<file path="src/rtl/wb_commit_tracer.sv">
// Writeback commit tracer: buffers architectural register writes in a FIFO and
// streams each as a 5-byte record {101,dest} value[31:24..7:0] over a valid/ready byte port.
module wb_commit_tracer #(
    parameter int DEPTH  = 8,
    parameter int DROP_W = 16
) (
    input  logic                     clk,
    input  logic                     rst_n,
    input  logic                     wwreg,
    input  logic                     wm2reg,
    input  logic [4:0]               wdestReg,
    input  logic [31:0]              wr,
    input  logic [31:0]              wdo,
    input  logic                     enable,
    input  logic                     clear_stats,
    output logic [7:0]               tx_data,
    output logic                     tx_valid,
    input  logic                     tx_ready,
    output logic [$clog2(DEPTH):0]   fifo_count,
    output logic                     overflow,
    output logic [DROP_W-1:0]        drop_count
);

    localparam int AW = $clog2(DEPTH);
    localparam int CW = AW + 1;

    logic [36:0]   mem [DEPTH];
    logic [AW-1:0] wr_ptr;
    logic [AW-1:0] rd_ptr;
    logic [2:0]    byte_idx;
    logic [36:0]   head;
    logic          commit;
    logic          xfer;
    logic          pop;
    logic          full;
    logic          push;
    logic          drop;

    assign commit   = enable & wwreg & (wdestReg != 5'd0);
    assign tx_valid = (fifo_count != '0);
    assign xfer     = tx_valid & tx_ready;
    assign pop      = xfer & (byte_idx == 3'd4);
    assign full     = (fifo_count == CW'(DEPTH));
    // A full FIFO still takes a commit when the head's last byte leaves on the same edge.
    assign push     = commit & (~full | pop);
    assign drop     = commit & ~push;
    assign head     = mem[rd_ptr];

    // NOTE: the record storage has no reset; only entries between the pointers are ever read.
    always_ff @(posedge clk) begin
        if (push) begin
            mem[wr_ptr] <= {wdestReg, (wm2reg ? wdo : wr)};
        end
    end

    // NOTE: tx_data gets a default before the case so no latch is inferred.
    always_comb begin
        tx_data = 8'h00;
        if (tx_valid) begin
            unique case (byte_idx)
                3'd0:    tx_data = {3'b101, head[36:32]};
                3'd1:    tx_data = head[31:24];
                3'd2:    tx_data = head[23:16];
                3'd3:    tx_data = head[15:8];
                3'd4:    tx_data = head[7:0];
                default: tx_data = 8'h00;
            endcase
        end
    end

    // NOTE: all state below uses non-blocking assignments so every register sees pre-edge values.
    always_ff @(posedge clk or negedge rst_n) begin
        if (!rst_n) begin
            wr_ptr     <= '0;
            rd_ptr     <= '0;
            byte_idx   <= 3'd0;
            fifo_count <= '0;
        end else begin
            if (push) begin
                wr_ptr <= wr_ptr + 1'b1;
            end
            if (pop) begin
                rd_ptr   <= rd_ptr + 1'b1;
                byte_idx <= 3'd0;
            end else if (xfer) begin
                byte_idx <= byte_idx + 3'd1;
            end
            unique case ({push, pop})
                2'b10:   fifo_count <= fifo_count + CW'(1);
                2'b01:   fifo_count <= fifo_count - CW'(1);
                default: fifo_count <= fifo_count;
            endcase
        end
    end

    // A drop coinciding with clear_stats is counted after the clear.
    always_ff @(posedge clk or negedge rst_n) begin
        if (!rst_n) begin
            overflow   <= 1'b0;
            drop_count <= '0;
        end else if (clear_stats) begin
            overflow   <= drop;
            drop_count <= drop ? DROP_W'(1) : '0;
        end else if (drop) begin
            overflow <= 1'b1;
            if (drop_count != '1) begin
                drop_count <= drop_count + 1'b1;
            end
        end
    end

endmodule

</file>
<file path="config.mk">
export PLATFORM = sky130hd
export DESIGN_NAME = wb_commit_tracer
export DESIGN_NICKNAME = d
export VERILOG_FILES = /design/src/rtl/wb_commit_tracer.sv
export SDC_FILE = /design/constraint.sdc
export NUM_CORES = 1
export LEC_CHECK = 0
export ABC_AREA = 1
export BUFFER_PORTS_ARGS = -buffer_cell sky130_fd_sc_hd__buf_2
export CAP_MARGIN = 40
export CORE_MARGIN = 3
export CORE_UTILIZATION = 54
export DETAILED_ROUTE_END_ITERATION = 6
export PLACE_DENSITY = 0.73
export SYNTH_ARGS = -nofsm -noshare
export SYNTH_HDL_FRONTEND = slang
export SYNTH_SLANG_ARGS = --single-unit
</file>
<file path="constraint.sdc">
create_clock -name clk -period 3.7 [get_ports clk]
set_input_delay 0.37 -clock clk [delete_from_list [all_inputs] [get_ports clk]]
set_output_delay 0.37 -clock clk [all_outputs]
set_load 0.01 [all_outputs]
</file>
==> run summary, run 1 <==
IO buf count: 105
Die W: 170 µm
RR Startpoint: byte_idx[0]$_DFFE_PN0P_
synthesized flop and latch total: 326
Crit Path Class: flop to output port
Final setup viols: 0
DRC Markers: 0
Pwr Density: 704 nW/µm²
Area after DPL: 15,600 µm²
top-area cell type share of the netlist area: 61.1%
setup bufs post-CTS: 0
fraction of registers with async set/reset: 9.20%
grt ovf: 0
Syn Std Cell Area: 14,500 µm²
Hold Path Depth: 1
core box area: 26,300 µm²
maximum fanout along the worst path: 48
Antenna Cells: 0
Worst-Margin Slew: 953 ps
Tcrit/Tclk final: 85.5%
Critical Path AT: 2790 ps
CTS Root Buffer Type: clkbuf_16
Post-DP HPWL: 20,100 µm
P&R area growth vs syn: 14.9%
die span in y: 170 µm
Max Cap Viol: 0
EDFF count, synth: 296
die area: 28,900 µm²
relative slew slack: 36.5%
ranking of synthesized cells by area: edfxtp_1 (61%), nand2_1 (9.4%), nand3_1 (6.3%)
post-route setup TNS: 0 ps
syn_nets: 1,470
post-route antenna net violation count: 0
clock sink count: 326
prevailing post-synth register cell: edfxtp_1
share of layout cells above drive strength 1: 16.1%
Reg clk slew, reported paths: 60 ps
Final WS setup: 537 ps
Site Rows: 59
WL final: 33,300 µm
Num CTS Buffers: 35
Skew-Pair Late Insertion Delay: 510 ps
Min-Delay Startpoint: wdestReg[2]
Max Clk Rate: 316 MHz
antenna violations before repair: 0
Yosys Warn Count: 0
VDD IR-drop max: 657 µV
CTS tree: yes
Setup crit start kind: flop
area leader, netlist: edfxtp_1
clock skew: 17.4 ps
Place WS: 814 ps
sequential area share after synthesis: 66.3%
vias in the first global route: 9,824
internal reg-to-reg setup slack: 780 ps
top-count cell post-synth: nand2_1
Post-synth top cells: nand2_1 (365), edfxtp_1 (296), nand3_1 (182), nor2_1 (148), inv_1 (135)
reg2reg path depth: 11
Min-Delay Path Class: primary input to flop
Slew Viols, Final: 0
Ports: 106
CTS Buffer Depth: 3
Via density: 5.46
Cells after Synth: 1,383
Final GP Congestion: 0.866
critical path capture point type: output port
final non-filler cell area: 16,700 µm²
Starting Density: 55.3%
synth unique cells: 35
GRT Total Usage: 23.4%
largest net degree at the start of global routing: 157
routed vias: 10,100
drt first-iter violations: 1,072
outcome: complete, no violations
final hold vios: 0
# nets final: 1,570
CTS H-tree lvls: 2
first drt pass iteration count: 5
RSZ-0062 raised after global routing: no
reg-to-reg endpoint: mem[1][27]$_DFFE_PP_
first-pass GRT wire length: 53,000 µm
min Tclk post-route: 3160 ps
Hold EP: mem[2][34]$_DFFE_PP_
Static Leak: 0.00683 µW
post-DR wirelength/cell: 18.1 µm
Mean Syn Cell Area: 10.5 µm²
CP required: 3330 ps
==> kinds of logic after synthesis <==
family / after synthesis / synth area share, %
mux: 32 / 2.48
buf+inv: 206 / 5.77
fa+ha+maj: 11 / 0.998
flops: 326 / 66.3
simple gates: 721 / 20.8
compound gates: 72 / 2.72
xor+xnor: 15 / 0.904
==> report_power, final <==
| group | total [µW] | internal, µW | switching (µW) |
|---|---|---|---|
| sequential | 4490 | 4350 | 146 |
| combinational | 3800 | 1170 | 2630 |
| clock | 3460 | 2100 | 1370 |
| total | 11800 | 7620 | 4140 |
==> how the worst max path moves through the flow <==
| stage | depth (start not counted) | end | slack [ps] | from |
|---|---|---|---|---|
| floorplan | 9 | mem[0][0]$_DFFE_PP_ | 270 | byte_idx[0]$_DFFE_PN0P_ |
| global placement | 11 | mem[1][27]$_DFFE_PP_ | 920 | byte_idx[0]$_DFFE_PN0P_ |
| detailed placement | 11 | mem[1][27]$_DFFE_PP_ | 810 | byte_idx[0]$_DFFE_PN0P_ |
| CTS | 11 | tx_data[4] | 530 | rd_ptr[0]$_DFFE_PN0P_ |
| global route | 11 | tx_data[4] | 380 | rd_ptr[0]$_DFFE_PN0P_ |
| finish | 11 | tx_data[4] | 540 | rd_ptr[0]$_DFFE_PN0P_ |
==> per-stage QoR <==
| step | hold WS (ps) | util, % | power, µW | instances |
|---|---|---|---|---|
| 2_1_floorplan | 74.4 | - | 7040 | 1383 |
| 3_3_place_gp | 450 | 59.1 | 8250 | 1779 |
| 3_5_place_dp | 448 | 59.2 | 8340 | 1780 |
| 4_1_cts | 139 | 63.6 | 11800 | 1844 |
| 5_1_grt | 159 | 63.6 | 12400 | 1844 |
| 6_report | 162 | 63.6 | 11800 | 1844 |
==> registers in the layout, summed over array words and instances (netlist names) <==
signal	flops
rd_ptr	3
mem	296
drop_count	16
fifo_count	4
byte_idx	3
wr_ptr	3
overflow	1
==> critical path, stage by stage, from the launching register on <==
cell and delay [ps]:
dfrtp_4 500, inv_4 430, buf_12 290, nand2_1 80
nand2_1 60, nand2_1 50, nand3_1 120, nand3_1 150
nand2_1 160, nor2_1 60, nor2_1 190, buf_2 180
==> area by class of cell <==
| class | instances | area (µm²) |
|---|---|---|
| clock buffers | 42 | 945 |
| clock inverters | 21 | 200 |
| fillers | 2020 | 9570 |
| inverters | 142 | 536 |
| multi-input cells | 851 | 4120 |
| flip-flops and latches | 326 | 9640 |
| well taps | 335 | 419 |
| repair buffers | 127 | 843 |
==> placed cells by master (no fill, tap or decap), types with 14 or more instances in the layout <==
cell type / n
xor2_1: 14
buf_2: 105
inv_1: 135
nand3_1: 182
nand2_1: 365
dfrtp_1: 28
o21ai_0: 47
mux2_2: 32
nor2_1: 140
edfxtp_1: 296
clkbuf_16: 37
==> routing by layer <==
metal  vias up  global-route usage [%]  wire length, µm
met4         0                    8.18              884
met1      4782                    33.2            14200
met5         -                       0                0
li1       4815                       -                -
met2       405                    36.9            15700
met3        70                    4.09             2520
==> what timing repair did <==
item / CTS / global route
hold buffers: 1 / 0
resized for setup: 0 / 0
endpoints found under the hold margin: 30 / 0
Note: power is estimated with default switching activity, not from simulation.
==> run 2, diff against run 1 <==
- MAX_ROUTING_LAYER: not set -> met4
- SETUP_SLACK_MARGIN: not set -> 0.02
==> run summary, run 2 (synthesized netlist as in run 1, its figures left out) <==
outcome: complete, no violations (unchanged)
Max Cap Viol: 0 (unchanged)
Die W: 170 µm (unchanged)
Reg clk slew, reported paths: 60 ps (about the same)
drt first-iter violations: 1,090 (was 1,072)
largest net degree at the start of global routing: 157 (unchanged)
final non-filler cell area: 16,700 µm² (unchanged)
CTS Buffer Depth: 3 (unchanged)
Tcrit/Tclk final: 85.4% (was 85.5%)
DP Cell Count: 1,780 (unchanged)
commonest cells after routing, fill and taps aside: nand2_1 (365), edfxtp_1 (296), nand3_1 (182) (unchanged)
min Tclk post-route: 3160 ps (about the same)
Post-DP HPWL: 20,100 µm (unchanged)
Max Clk Rate: 316 MHz (about the same)
first-pass GRT wire length: 53,000 µm (about the same)
setup bufs post-CTS: 0 (unchanged)
die span in y: 170 µm (unchanged)
Slew Viols, Final: 0 (unchanged)
IO buf count: 105 (unchanged)
Static Leak: 0.00683 µW (unchanged)
vias in the first global route: 9,815 (was 9,824)
switching power of the nets: 4140 µW (about the same)
CTS Root Buffer Type: clkbuf_16 (unchanged)
# nets final: 1,570 (unchanged)
share of layout cells above drive strength 1: 16.1% (unchanged)
post-DR wirelength/cell: 18.1 µm (about the same)
GRT Total Usage: 24.2% (was 23.4%)
first drt pass iteration count: 5 (unchanged)
Largest register FFs: 296 (unchanged)
Final setup viols: 0 (unchanged)
Via density: 5.46 (about the same)
Finished Layout Cells: 1,844 (unchanged)
RSZ-0062 raised after global routing: no (unchanged)
clock skew: 17.1 ps (was 17.4 ps)
Skew-Pair Late Insertion Delay: 510 ps (about the same)
worst hold slack: 156 ps (was 162 ps)
Ports: 106 (unchanged)
Power Internal: 7610 µW (was 7620 µW)
Logic pwr share: 32.2% (was 32.3%)
CP required: 3330 ps (about the same)
VDD IR-drop max: 652 µV (was 657 µV)
P&R area growth vs syn: 14.9% (unchanged)
Worst-Margin Slew: 796 ps (was 953 ps)
CTS tree: yes (unchanged)
Setup crit start kind: flop (unchanged)
Antenna Cells: 0 (unchanged)
Min-Delay Path Class: primary input to flop (unchanged)
Starting Density: 55.3% (unchanged)
maximum fanout along the worst path: 48 (unchanged)
grt ovf: 0 (unchanged)
CTS H-tree lvls: 2 (unchanged)
commonest non-fill, non-tap cell in the layout: nand2_1 (unchanged)
core box area: 26,300 µm² (unchanged)
Top reg by flops: mem (unchanged)
Clk pwr share: 29.5% (about the same)
Regs by FF count: mem (296), drop_count (16), fifo_count (4) (unchanged)
Crit Path Class: flop to output port (unchanged)
DRC Markers: 0 (unchanged)
Pwr Density: 704 nW/µm² (about the same)
Area after DPL: 15,600 µm² (unchanged)
routed vias: 10,100 (about the same)
Place WS: 814 ps (unchanged)
Final WS setup: 539 ps (was 537 ps)
post-route antenna net violation count: 0 (unchanged)
final hold vios: 0 (unchanged)
Final GP Congestion: 0.883 (was 0.866)
clock sink count: 326 (unchanged)
Net Sw Frac: 35.2% (about the same)
relative slew slack: 46.9% (was 36.5%)
WL final: 33,400 µm (was 33,300 µm)
sequential share of power: 38.2% (about the same)
critical path capture point type: output port (unchanged)
antenna violations before repair: 0 (unchanged)
Critical Path AT: 2790 ps (about the same)
die area: 28,900 µm² (unchanged)
Site Rows: 59 (unchanged)
Num CTS Buffers: 35 (unchanged)
post-route setup TNS: 0 ps (unchanged)
[run 2: cell counts in the layout (fill, tap and decap cells not counted)]
Identical to the previous run, type by type.
[run 2: routing by layer]
| layer | wire length (µm) | GRT usage [%] | share of wire, % | vias up |
|---|---|---|---|---|
| li1 | - | - | - | 4821 |
| met1 | 14300 | 33.5 | 43 | 4777 |
| met2 | 15800 | 37.1 | 47 | 403 |
| met3 | 2530 | 3.74 | 7.6 | 61 |
| met4 | 801 | 8.15 | 2.4 | 0 |
| met5 | 0 | - | 0 | - |
[run 2: path summary, 6_finish.rpt]
path | slack, ps | to | from | depth (start not counted)
min in group asynchronous | 440 | drop_count[7]$_DFFE_PN0P_ | rst_n | 2
max in group asynchronous | 2740 | rd_ptr[0]$_DFFE_PN0P_ | rst_n | 2
worst min-delay path | 160 | mem[2][34]$_DFFE_PP_ | wdestReg[2] | 1
worst max-delay path | 540 | tx_data[4] | rd_ptr[0]$_DFFE_PN0P_ | 11
worst min register to register | 480 | overflow$_DFFE_PN0P_ | overflow$_DFFE_PN0P_ | 2
worst max register to register | 790 | mem[1][27]$_DFFE_PP_ | byte_idx[0]$_DFFE_PN0P_ | 11
[run 2: critical path, stage by stage, from the launching register on]
cell	delay, ps
dfrtp_4	500
inv_4	420
buf_12	290
nand2_1	80
nand2_1	60
nand2_1	50
nand3_1	120
nand3_1	160
nand2_1	160
nor2_1	60
nor2_1	190
buf_2	180
[run 2: layout make-up]
type                    instances  area (µm²)
flip-flops and latches        326        9640
repair buffers                127         843
clock inverters                21         200
multi-input cells             851        4120
inverters                     142         536
fillers                      2020        9570
well taps                     335         419
clock buffers                  42         945
[run 2: repair_timing]
action | in CTS | in global routing
resized for setup | 0 | 0
hold endpoints to repair | 30 | 0
hold buffers | 1 | 0
[run 2: power groups by stage]
stage | Sequential (µW) | Combinational (µW) | Clock (µW)
3_3_place_gp | 4560 | 3690 | 0
2_1_floorplan | 4520 | 2510 | 0
4_1_cts | 4490 | 3800 | 3500
3_5_place_dp | 4570 | 3770 | 0
6_report | 4500 | 3790 | 3470
5_1_grt | 4520 | 4220 | 3650
[run 2: through the flow]
stage                     util (%)  total power, µW
final                         63.6            11800
after global routing          63.6            12400
after CTS                     63.6            11800
after detailed placement      59.2             8340
after global placement        59.1             8250
after floorplan                  -             7040
==> run 3, diff against run 2 <==
- ABC_CLOCK_PERIOD_IN_PS: not set -> 3700
- CORE_ASPECT_RATIO: not set -> 1.25
- CTS_BUF_LIST: not set -> sky130_fd_sc_hd__clkbuf_8 sky130_fd_sc_hd__clkbuf_16
==> run summary, run 3 (synthesized netlist as in run 1, its figures left out) <==
outcome: complete, no violations (unchanged)
share of layout cells above drive strength 1: 15.4% (was 16.1%)
Static Leak: 0.00676 µW (was 0.00683 µW)
vias in the first global route: 9,910 (was 9,815)
first-pass GRT wire length: 53,000 µm (about the same)
Clk pwr share: 25.8% (was 29.5%)
Reg clk slew, reported paths: 60 ps (about the same)
commonest cells after routing, fill and taps aside: nand2_1 (365), edfxtp_1 (296), nand3_1 (182) (unchanged)
RR Startpoint: byte_idx[0]$_DFFE_PN0P_ (unchanged)
Min-Delay Path Class: primary input to flop (unchanged)
# nets final: 1,565 (was 1,570)
relative slew slack: 47.7% (was 46.9%)
Largest register FFs: 296 (unchanged)
Worst-Margin Slew: 784 ps (was 796 ps)
WL final: 33,700 µm (was 33,400 µm)
post-DR wirelength/cell: 18.3 µm (was 18.1 µm)
Num CTS Buffers: 30 (was 35)
CTS Root Buffer Type: clkbuf_16 (unchanged)
largest net degree at the start of global routing: 157 (unchanged)
CTS Buffer Depth: 3 (unchanged)
Power Internal: 7120 µW (was 7610 µW)
Setup crit start kind: flop (unchanged)
critical path capture point type: output port (unchanged)
Skew-Pair Late Insertion Delay: 550 ps (was 510 ps)
Hold EP: mem[4][34]$_DFFE_PP_ (was mem[2][34]$_DFFE_PP_)
CTS tree: yes (unchanged)
Die W: 153 µm (was 170 µm)
maximum fanout along the worst path: 71 (was 48)
antenna violations before repair: 1 (was 0)
Max Clk Rate: 322 MHz (was 316 MHz)
clock sink count: 326 (unchanged)
Final WS setup: 594 ps (was 539 ps)
Hold Path Depth: 1 (unchanged)
Slew Viols, Final: 0 (unchanged)
reg-to-reg endpoint: mem[2][27]$_DFFE_PP_ (was mem[1][27]$_DFFE_PP_)
Critical Path AT: 2740 ps (was 2790 ps)
post-route antenna net violation count: 0 (unchanged)
Crit Path Class: flop to output port (unchanged)
IO buf count: 105 (unchanged)
P&R area growth vs syn: 13.2% (was 14.9%)
final hold vios: 0 (unchanged)
Tcrit/Tclk final: 83.9% (was 85.4%)
Site Rows: 66 (was 59)
core box area: 26,300 µm² (about the same)
Starting Density: 55.4% (was 55.3%)
Logic pwr share: 34.3% (was 32.2%)
Top reg by flops: mem (unchanged)
die span in y: 189 µm (was 170 µm)
Final GP Congestion: 0.880 (was 0.883)
drt first-iter violations: 944 (was 1,090)
Max Cap Viol: 0 (unchanged)
internal reg-to-reg setup slack: 840 ps (was 790 ps)
grt ovf: 0 (unchanged)
Place WS: 880 ps (was 814 ps)
DRC Markers: 0 (unchanged)
Tot Pwr: 11,200 µW (was 11,800 µW)
routed vias: 10,100 (about the same)
commonest non-fill, non-tap cell in the layout: nand2_1 (unchanged)
# resized after CTS: 0 (unchanged)
Via density: 5.46 (about the same)
Pwr Density: 680 nW/µm² (was 704 nW/µm²)
switching power of the nets: 4080 µW (was 4140 µW)
GRT Total Usage: 23.8% (was 24.2%)
CTS H-tree lvls: 1 (was 2)
min Tclk post-route: 3110 ps (was 3160 ps)
clock skew: 15.5 ps (was 17.1 ps)
die area: 28,900 µm² (about the same)
Ports: 106 (unchanged)
Final setup viols: 0 (unchanged)
CP required: 3330 ps (about the same)
post-route setup TNS: 0 ps (unchanged)
Post-DP HPWL: 20,100 µm (about the same)
first drt pass iteration count: 6 (was 5)
VDD IR-drop max: 660 µV (was 652 µV)
post-layout util: 62.7% (was 63.6%)
reg2reg path depth: 10 (was 11)
sequential share of power: 39.9% (was 38.2%)
Area after DPL: 15,500 µm² (was 15,600 µm²)
Min-Delay Startpoint: wdestReg[2] (unchanged)
final non-filler cell area: 16,500 µm² (was 16,700 µm²)
Net Sw Frac: 36.4% (was 35.2%)
Regs by FF count: mem (296), drop_count (16), fifo_count (4) (unchanged)
RSZ-0062 raised after global routing: no (unchanged)
run 3: layout make-up:
class / count / area, µm²
inverter: 142 / 536
clock inverter: 23 / 119
multi-input combinational: 851 / 4120
tap: 340 / 425
antenna: 1 / 2.50
clock buffer: 33 / 803
sequential: 326 / 9640
timing repair buffer: 127 / 813
fill: 2064 / 9800
run 3: power groups by stage:
stage	registers (µW)	logic (µW)	clock network, µW
6_report	4470	3830	2890
5_1_grt	4490	4250	3050
4_1_cts	4460	3830	2920
3_5_place_dp	4540	3800	0
3_3_place_gp	4530	3680	0
2_1_floorplan	4520	2510	0
run 3: routing by layer:
| layer | up-vias | global-route usage, % | wire [µm] |
|---|---|---|---|
| li1 | 4803 | - | - |
| met1 | 4821 | 29.4 | 13600 |
| met2 | 376 | 41.5 | 17200 |
| met3 | 71 | 2.61 | 1960 |
| met4 | 0 | 7.51 | 962 |
| met5 | - | - | 0 |
run 3: worst max-delay path, cell delays in order (launching register included):
cell and delay, ps:
dfrtp_4 500, inv_4 340, buf_12 330, nand2_1 80, nand2_1 70, nand2_1 50, nand3_1 130, nand3_1 130
nand2_1 100, nor2_1 50, nor2_1 190, buf_2 180
run 3: timing repair:
item	in CTS	in global routing
endpoints found under the hold margin	30	0
buffers inserted	0	0
hold buffers	1	0
run 3: through the flow:
| step | hold WS [ps] | std cells |
|---|---|---|
| 2_1_floorplan | 74.4 | 1383 |
| 3_3_place_gp | 452 | 1783 |
| 3_5_place_dp | 465 | 1785 |
| 4_1_cts | 129 | 1842 |
| 5_1_grt | 142 | 1843 |
| 6_report | 145 | 1843 |
run 3: worst max-delay path by stage:
stage | depth (start not counted) | end | startpoint | slack (ps)
3_3_place_gp | 10 | mem[2][27]$_DFFE_PP_ | byte_idx[0]$_DFFE_PN0P_ | 950
2_1_floorplan | 9 | mem[0][0]$_DFFE_PP_ | byte_idx[0]$_DFFE_PN0P_ | 270
5_1_grt | 11 | tx_data[3] | rd_ptr[0]$_DFFE_PN0P_ | 460
3_5_place_dp | 10 | mem[2][27]$_DFFE_PP_ | byte_idx[0]$_DFFE_PN0P_ | 880
6_report | 11 | tx_data[0] | rd_ptr[0]$_DFFE_PN0P_ | 590
4_1_cts | 11 | tx_data[2] | rd_ptr[0]$_DFFE_PN0P_ | 610
